## config.mk

```make
export PLATFORM = sky130hd
export DESIGN_NAME = shift_add_mult_control
export DESIGN_NICKNAME = d
export VERILOG_FILES = /design/src/rtl/shift_add_mult_control.sv
export SDC_FILE = /design/constraint.sdc
export NUM_CORES = 1
export LEC_CHECK = 0
export CORE_AREA = 10 10 47 49
export DETAILED_ROUTE_END_ITERATION = 16
export DIE_AREA = 0 0 57 59
export PLACE_DENSITY_LB_ADDON = 0.2
export SYNTH_ARGS = -nofsm -noshare
export SYNTH_HDL_FRONTEND = slang
export SYNTH_SLANG_ARGS = --single-unit
```

## constraint.sdc

```tcl
create_clock -name clk -period 1.7 [get_ports clk]
set_input_delay 0.34 -clock clk [delete_from_list [all_inputs] [get_ports clk]]
set_output_delay 0.34 -clock clk [all_outputs]
set_load 0.02 [all_outputs]
```

## src/rtl/shift_add_mult_control.sv

```systemverilog
// Shift-and-add multiplier controller.
// Five-state ASM (IDLE, LOAD, ADD, SHIFT, DONE) that sequences the multiplicand,
// multiplier shift register and accumulator of a shift-and-add datapath. The
// state is decoded into one-hot t0..t4 plus the datapath strobes. The operation
// is requested with a level start/done handshake.

module shift_add_mult_control #(
    parameter int WIDTH = 8,
    localparam int CNT_W = (WIDTH > 1) ? $clog2(WIDTH) : 1
) (
    input  logic             clk,
    input  logic             reset,
    input  logic             start,
    input  logic             abort,
    input  logic             q0,
    output logic             t0,
    output logic             t1,
    output logic             t2,
    output logic             t3,
    output logic             t4,
    output logic             load_en,
    output logic             clr_acc,
    output logic             add_en,
    output logic             shift_en,
    output logic             busy,
    output logic             done,
    output logic [CNT_W-1:0] iter
);

    typedef enum logic [2:0] {
        S_IDLE  = 3'd0,
        S_LOAD  = 3'd1,
        S_ADD   = 3'd2,
        S_SHIFT = 3'd3,
        S_DONE  = 3'd4
    } state_t;

    // Index of the final add/shift pass; iter saturates here instead of wrapping.
    localparam logic [CNT_W-1:0] ITER_LAST = CNT_W'(WIDTH - 1);

    state_t           state_q, state_d;
    logic [CNT_W-1:0] iter_q, iter_d;

    // Next-state and iteration-counter logic for the ASM chart.
    always_comb begin
        state_d = state_q;
        iter_d  = iter_q;
        unique case (state_q)
            S_IDLE: begin
                if (start) state_d = S_LOAD;
            end
            S_LOAD: begin
                iter_d  = '0;
                state_d = abort ? S_IDLE : S_ADD;
            end
            S_ADD: begin
                state_d = abort ? S_IDLE : S_SHIFT;
            end
            S_SHIFT: begin
                // Abort wins over both exits and leaves iter frozen.
                if (abort) begin
                    state_d = S_IDLE;
                end else if (iter_q == ITER_LAST) begin
                    state_d = S_DONE;
                end else begin
                    state_d = S_ADD;
                    iter_d  = iter_q + CNT_W'(1);
                end
            end
            S_DONE: begin
                // Level handshake: hold the result until start is dropped.
                if (!start) state_d = S_IDLE;
            end
            default: begin
                state_d = S_IDLE;
            end
        endcase
    end

    // State and counter registers; reset dominates every other input.
    always_ff @(posedge clk) begin
        if (reset) begin
            state_q <= S_IDLE;
            iter_q  <= '0;
        end else begin
            state_q <= state_d;
            iter_q  <= iter_d;
        end
    end

    // Output decode from the registered state; add_en is Mealy on q0.
    always_comb begin
        t0       = (state_q == S_IDLE);
        t1       = (state_q == S_LOAD);
        t2       = (state_q == S_ADD);
        t3       = (state_q == S_SHIFT);
        t4       = (state_q == S_DONE);
        load_en  = t1;
        clr_acc  = t1;
        add_en   = t2 & q0;
        shift_en = t3;
        busy     = t1 | t2 | t3;
        done     = t4;
        iter     = iter_q;
    end

endmodule

```

==> flow_summary.yaml, run 1 <==
yosys:
  synth_top_family_by_area: "simple AND/OR/NAND/NOR gates"
  muxShareOfSynthArea: 0
  ys_ff_latch: 6
  yosysSeqAreaShare: 0.331
  postSynthCellCount: 41
  yosys.area_share.simple: 0.328
  syn_avg_cell_area_um2: 8.85
  synthXorXnorAreaFrac: 0
  synthAdderAreaFrac: 0.0690
  syn-num-nets: 48
  synth_compound_area_frac: 0.169
  synth_warnings: 0
  ys_types: 21
  synth_area_um2: 363
timing:
  drv_slew: 0
  rsz0062_at_grt: "no"
  timing.final.crit_share: 0.956
  tns_ns: 0
  hold_viol: 0
  max_freq_ghz: 0.615
  final-setup-viol-count: 0
  max_slew_margin: 0.754
  fin_skew_ns: 0.00131
  fin_crit_ns: 1.62
  worst-slew-pin-transition_ns: 0.366
flow_run:
  cap_violations: 0
clock_network:
  cts_resized: 13
  cts_htree_levels: 1
  clk_latency_ns: 0.25
  numCtsBuffers: 3
  clk_pin_slew_ns: 0.05
  cts_setup_buffers: 0
  cts_root_buffer: "clkbuf_4"
  ctsHoldBuffers: 0
  clock_sinks: 6
  cts_tree: "done"
  clockBufferDepth: 2
die:
  coreArea_um2: 1400
  die_h_um: 59
  rows: 14
  start_util: 0.259
  pin_count: 19
  die_w_um: 57
  die_area_um2: 3360
global_route:
  grt_first_pass_wirelength_mm: 1.53
  grt_pass1_vias: 358
  grt_max_degree: 8
  grt_usage: 0.0575
  antenna_found_initial: 0
  globalRouteOverflowTotal: 0
critical_path:
  critPathCaptureType: "output port"
  path_class: "reg2out"
  cp_num_cells: 3
  required_ns: 1.36
  cp-start-kind: "register"
  reg2regPathDepth: 4
  reg2reg_setup_slack_ns: 0.26
  cp.arrival_ns: 1.28
  max_stage_delay_ns: 0.38
  slowest_stage: "dfxtp_1"
  path_cells: "nor3b_2 -> and2_1 -> dlygate4sd2_1"
  critPathBufInv: 1
  critPathMaxFanout: 4
  path_delay_family: "flip-flops"
route:
  wl_per_cell_um: 12.3
  first_iter_violations: 4
  vias: 372
  drt_drc_violations_left: 0
  antenna_left: 0
  avgViaCountPerCell: 4.71
  first_pass_iters: 4
  wirelength_um: 975
power:
  switchingPower_w: 0.0000973
  pwr-share-seq: 0.417
  comb_power_share: 0.198
  switching_share: 0.273
  internal_power_w: 0.000259
  vdd_drop_max_uv: 612
  power.share.clock: 0.385
  leakage_nw: 0.273
  power.density_nw_per_um2: 604
placement:
  port_buffers: 18
  dp_hpwl_um: 788
  place_congestion: 0.742
outcome:
  status: "completed"
layout:
  seq_area_um2: 123
  multi_input_area_um2: 210
  nets: 72
  syn_to_final_growth_pct: 62.4
  layout_commonest_cell: "dlygate4sd2_1"
  fin_util: 0.421
  antenna_cells: 0
  layout_common_cells: "dlygate4sd2_1, clkdlybuf4s50_1, buf_4, dfxtp_1"
  drive_above_1_share: 0.206
  n_fill_cell: 159
hold_path:
  holdPathStages: 1
  hold_class: "reg2reg"
-- final timing paths --
| check | start | end |
|---|---|---|
| hold / removal | iter[1] | iter[1] |
| setup reg to reg | iter[0] | iter[1] |
| setup / recovery | state_q[1] | add_en |
| hold reg to reg | iter[1] | iter[1] |
-- registers in the layout, indices dropped and copies added (netlist names) --
register and cells:
iter 3, state_q 3
-- synthesized netlist by cell type, drive strengths merged --
master   number  share of area
o21ai         1          0.014
a22o          2          0.048
and2          3          0.052
buf           5           0.10
ha            2          0.069
nand2b        3          0.052
o211ai        1          0.021
nand4b        2          0.048
a31oi         2          0.034
nand2         1          0.010
or3b          1          0.024
a21oi         2          0.028
nor3          1          0.014
and2b         1          0.021
nor3b         1          0.021
or4           1          0.021
dfxtp         6           0.33
a2111oi       1          0.024
nor4          1          0.017
nor2          4          0.048
-- stage by stage --
| stage | worst slack, ns | hold WS, ns | std cells | instance area (um2) | power (W) |
|---|---|---|---|---|---|
| 6_report | 0.0752 | 0.514 | 79 | 589 | 0.000356 |
| 5_1_grt | 0.00340 | 0.560 | 79 | 589 | 0.000373 |
| 3_5_place_dp | -0.159 | 0.509 | 76 | 576 | 0.000230 |
| 2_1_floorplan | 0.239 | 0.409 | 41 | 368 | 0.000188 |
| 4_1_cts | 0.0431 | 0.520 | 79 | 587 | 0.000361 |
| 3_3_place_gp | -0.133 | 0.499 | 76 | 576 | 0.000231 |
-- cell families (layout without fill, tap and decap cells) --
kind of cell               Yosys count  in the layout
and+or+nand+nor                     19             19
AOI/OAI and AO/OA                    9              9
DFF                                  6              6
buffers and inverters                5             27
adders and majority gates            2              2
-- layer usage --
metal / GRT usage / share of wire / up-vias
li1: - / - / 192
met1: 0.0571 / 0.43 / 169
met2: 0.0946 / 0.49 / 9
met3: 0.0451 / 0.074 / 2
met4: 0.0101 / 0.0041 / 0
met5: 0 / 0 / -
-- power groups by stage --
stage | clock network (W) | logic (W) | registers [W]
global route | 0.000148 | 0.0000762 | 0.000149
CTS | 0.000141 | 0.0000714 | 0.000148
global placement | 0 | 0.0000798 | 0.000151
detailed placement | 0 | 0.0000794 | 0.000151
floorplan | 0 | 0.0000384 | 0.000150
finish | 0.000137 | 0.0000704 | 0.000148
-- cell type report --
| type | count | area share |
|---|---|---|
| clock buffers | 3 | 0.0382 |
| flip-flops and latches | 6 | 0.208 |
| well taps | 16 | 0.0340 |
| multi-input cells | 30 | 0.357 |
| repair buffers | 24 | 0.363 |
Note: power is estimated with default switching activity, not from simulation.
==> inputs of run 2 (changes only) <==
--- a/config.mk
+++ b/config.mk
@@ -5,7 +5,9 @@
 export SDC_FILE = /design/constraint.sdc
 export NUM_CORES = 1
 export LEC_CHECK = 0
+export CAP_MARGIN = 20
 export CORE_AREA = 10 10 47 49
+export CTS_CLUSTER_SIZE = 24
 export DETAILED_ROUTE_END_ITERATION = 16
 export DIE_AREA = 0 0 57 59
 export PLACE_DENSITY_LB_ADDON = 0.2
==> results of run 2 <==
No change in the layout: final DEF, timing and power equal those of run 1.
==> inputs of run 3 (changes only) <==
--- a/config.mk
+++ b/config.mk
@@ -6,10 +6,10 @@
 export NUM_CORES = 1
 export LEC_CHECK = 0
 export CAP_MARGIN = 20
-export CORE_AREA = 10 10 47 49
+export CORE_AREA = 2 2 39 41
 export CTS_CLUSTER_SIZE = 24
 export DETAILED_ROUTE_END_ITERATION = 16
-export DIE_AREA = 0 0 57 59
+export DIE_AREA = 0 0 41 43
 export PLACE_DENSITY_LB_ADDON = 0.2
 export SYNTH_ARGS = -nofsm -noshare
 export SYNTH_HDL_FRONTEND = slang
==> run 3 against run 2 <==
Compared with the run above: combinational power is 7.4% lower; sequential share of layout area is 0.81 points higher; critical path depth stayed put; fmax is 0.22% lower; clock skew is 0.0045 ns higher; register-to-register slack better by 0.02 ns; routed wire length is 19% lower; count of clock-buffer cells in the layout stayed put; final cell count is 2.5% lower; worst hold slack worse by 0.00052 ns; clock power is 8% lower; total power is 4.2% lower.
==> flow_summary.yaml, run 3 (same netlist as run 1, synthesis figures left out) <==
power:
  switching_share: 0.251
  internal_power_w: 0.000255
  pwr-share-seq: 0.439
  power.density_nw_per_um2: 595
  vdd_drop_max_uv: 546
  leakage_nw: 0.270
  comb_power_share: 0.191
  total_power_w: 0.000341
  power.share.clock: 0.370
  switchingPower_w: 0.0000855
route:
  first_iter_violations: 3
  first_pass_iters: 4
  drt_drc_violations_left: 0
  avgViaCountPerCell: 4.91
  wirelength_um: 785
  antenna_left: 0
  vias: 378
  wl_per_cell_um: 10.2
die:
  die_h_um: 43
  die_area_um2: 1760
  pin_count: 19
  die_w_um: 41
  rows: 14
  start_util: 0.262
  coreArea_um2: 1380
clock_network:
  cts_root_buffer: "clkbuf_4"
  cts_tree: "done"
  clock_sinks: 6
  clockBufferDepth: 2
  numCtsBuffers: 3
  cts_setup_buffers: 0
  ctsHoldBuffers: 0
  clk_pin_slew_ns: 0.05
  cts_htree_levels: 1
  clk_latency_ns: 0.24
hold_path:
  hold_class: "reg2reg"
  holdCritStartpoint: "iter[1]"
placement:
  dp_hpwl_um: 625
  port_buffers: 18
  place_congestion: 0.662
  dp.cells: 74
  placed_cell_area_um2: 561
global_route:
  grt_max_degree: 9
  globalRouteOverflowTotal: 0
  grt_first_pass_wirelength_mm: 1.13
  grt_pass1_vias: 288
  antenna_found_initial: 0
  grt_usage: 0.0953
layout:
  fin_util: 0.414
  layout_common_cells: "dlygate4sd2_1, clkdlybuf4s50_1, buf_4"
  antenna_cells: 0
  nets: 70
  final_area_um2: 573
  drive_above_1_share: 0.197
  layout_commonest_cell: "dlygate4sd2_1"
  syn_to_final_growth_pct: 57.9
  final_cells: 77
timing:
  hold_viol: 0
  fin_skew_ns: 0.00583
  max_freq_ghz: 0.614
  drv_slew: 0
  tns_ns: 0
  timing.final.crit_share: 0.958
  max_slew_margin: 0.770
  final-setup-viol-count: 0
  worst-slew-pin-transition_ns: 0.341
  fin_crit_ns: 1.63
  rsz0062_at_grt: "no"
critical_path:
  reg2reg_setup_slack_ns: 0.28
  setup.worst_path.start: "state_q[2]"
  cp-start-kind: "register"
  cp.arrival_ns: 1.29
  timing.rr.start: "iter[0]"
  required_ns: 1.36
  critPathMaxFanout: 7
  path_class: "reg2out"
  critPathCaptureType: "output port"
outcome:
  status: "completed"
flow_run:
  cap_violations: 0
-- run 3: cell types whose count changed in the layout (fill, tap and decap cells not counted), sizes merged --
cell and change:
dlygate4sd2 +2, buf -2, clkdlybuf4s15 -2
-- run 3: routing by layer --
metal	part of all wire	GRT usage	wire, um	vias to the layer above
met5	0	0	0	-
met4	0	0.0200	0	0
met3	0.046	0.0628	36	0
met2	0.47	0.128	368	9
met1	0.48	0.125	380	175
li1	-	-	-	194
-- run 3: timing repair --
| action | CTS | global route |
|---|---|---|
| gates resized for setup | 13 | 1 |
| gates cloned | 0 | 0 |
| hold endpoints to repair | 0 | 0 |
| endpoints found under the setup margin | 11 | 1 |
-- run 3: worst max-delay path, cell delays in order (launching register included) --
cell and delay [ns]:
dfxtp_2 0.38, and2b_1 0.20, and2_1 0.15, dlygate4sd2_1 0.31
-- run 3: final cells by class --
cell class | count | area, um2
clock buffers | 3 | 22.5
fillers | 150 | 811
multi-input cells | 30 | 210
flip-flops and latches | 6 | 124
well taps | 16 | 20.0
repair buffers | 22 | 196
-- run 3: per-stage QoR --
stage	hold slack (ns)	setup slack, ns
finish	0.514	0.0717
global route	0.544	0.0142
CTS	0.517	0.0201
detailed placement	0.502	-0.129
global placement	0.503	-0.123
floorplan	0.409	0.239
-- run 3: worst paths after layout --
path / to / cells past startpoint
worst min register to register: iter[1] / 1
worst max register to register: iter[1] / 5
worst min-delay path: iter[1] / 1
worst max-delay path: t3 / 3
-- run 3: power groups by stage --
| stage | logic [W] | registers, W | clock network (W) |
|---|---|---|---|
| detailed placement | 0.0000739 | 0.000152 | 0 |
| finish | 0.0000652 | 0.000150 | 0.000126 |
| CTS | 0.0000659 | 0.000149 | 0.000133 |
| global placement | 0.0000740 | 0.000152 | 0 |
| floorplan | 0.0000384 | 0.000150 | 0 |
| global route | 0.0000709 | 0.000150 | 0.000141 |
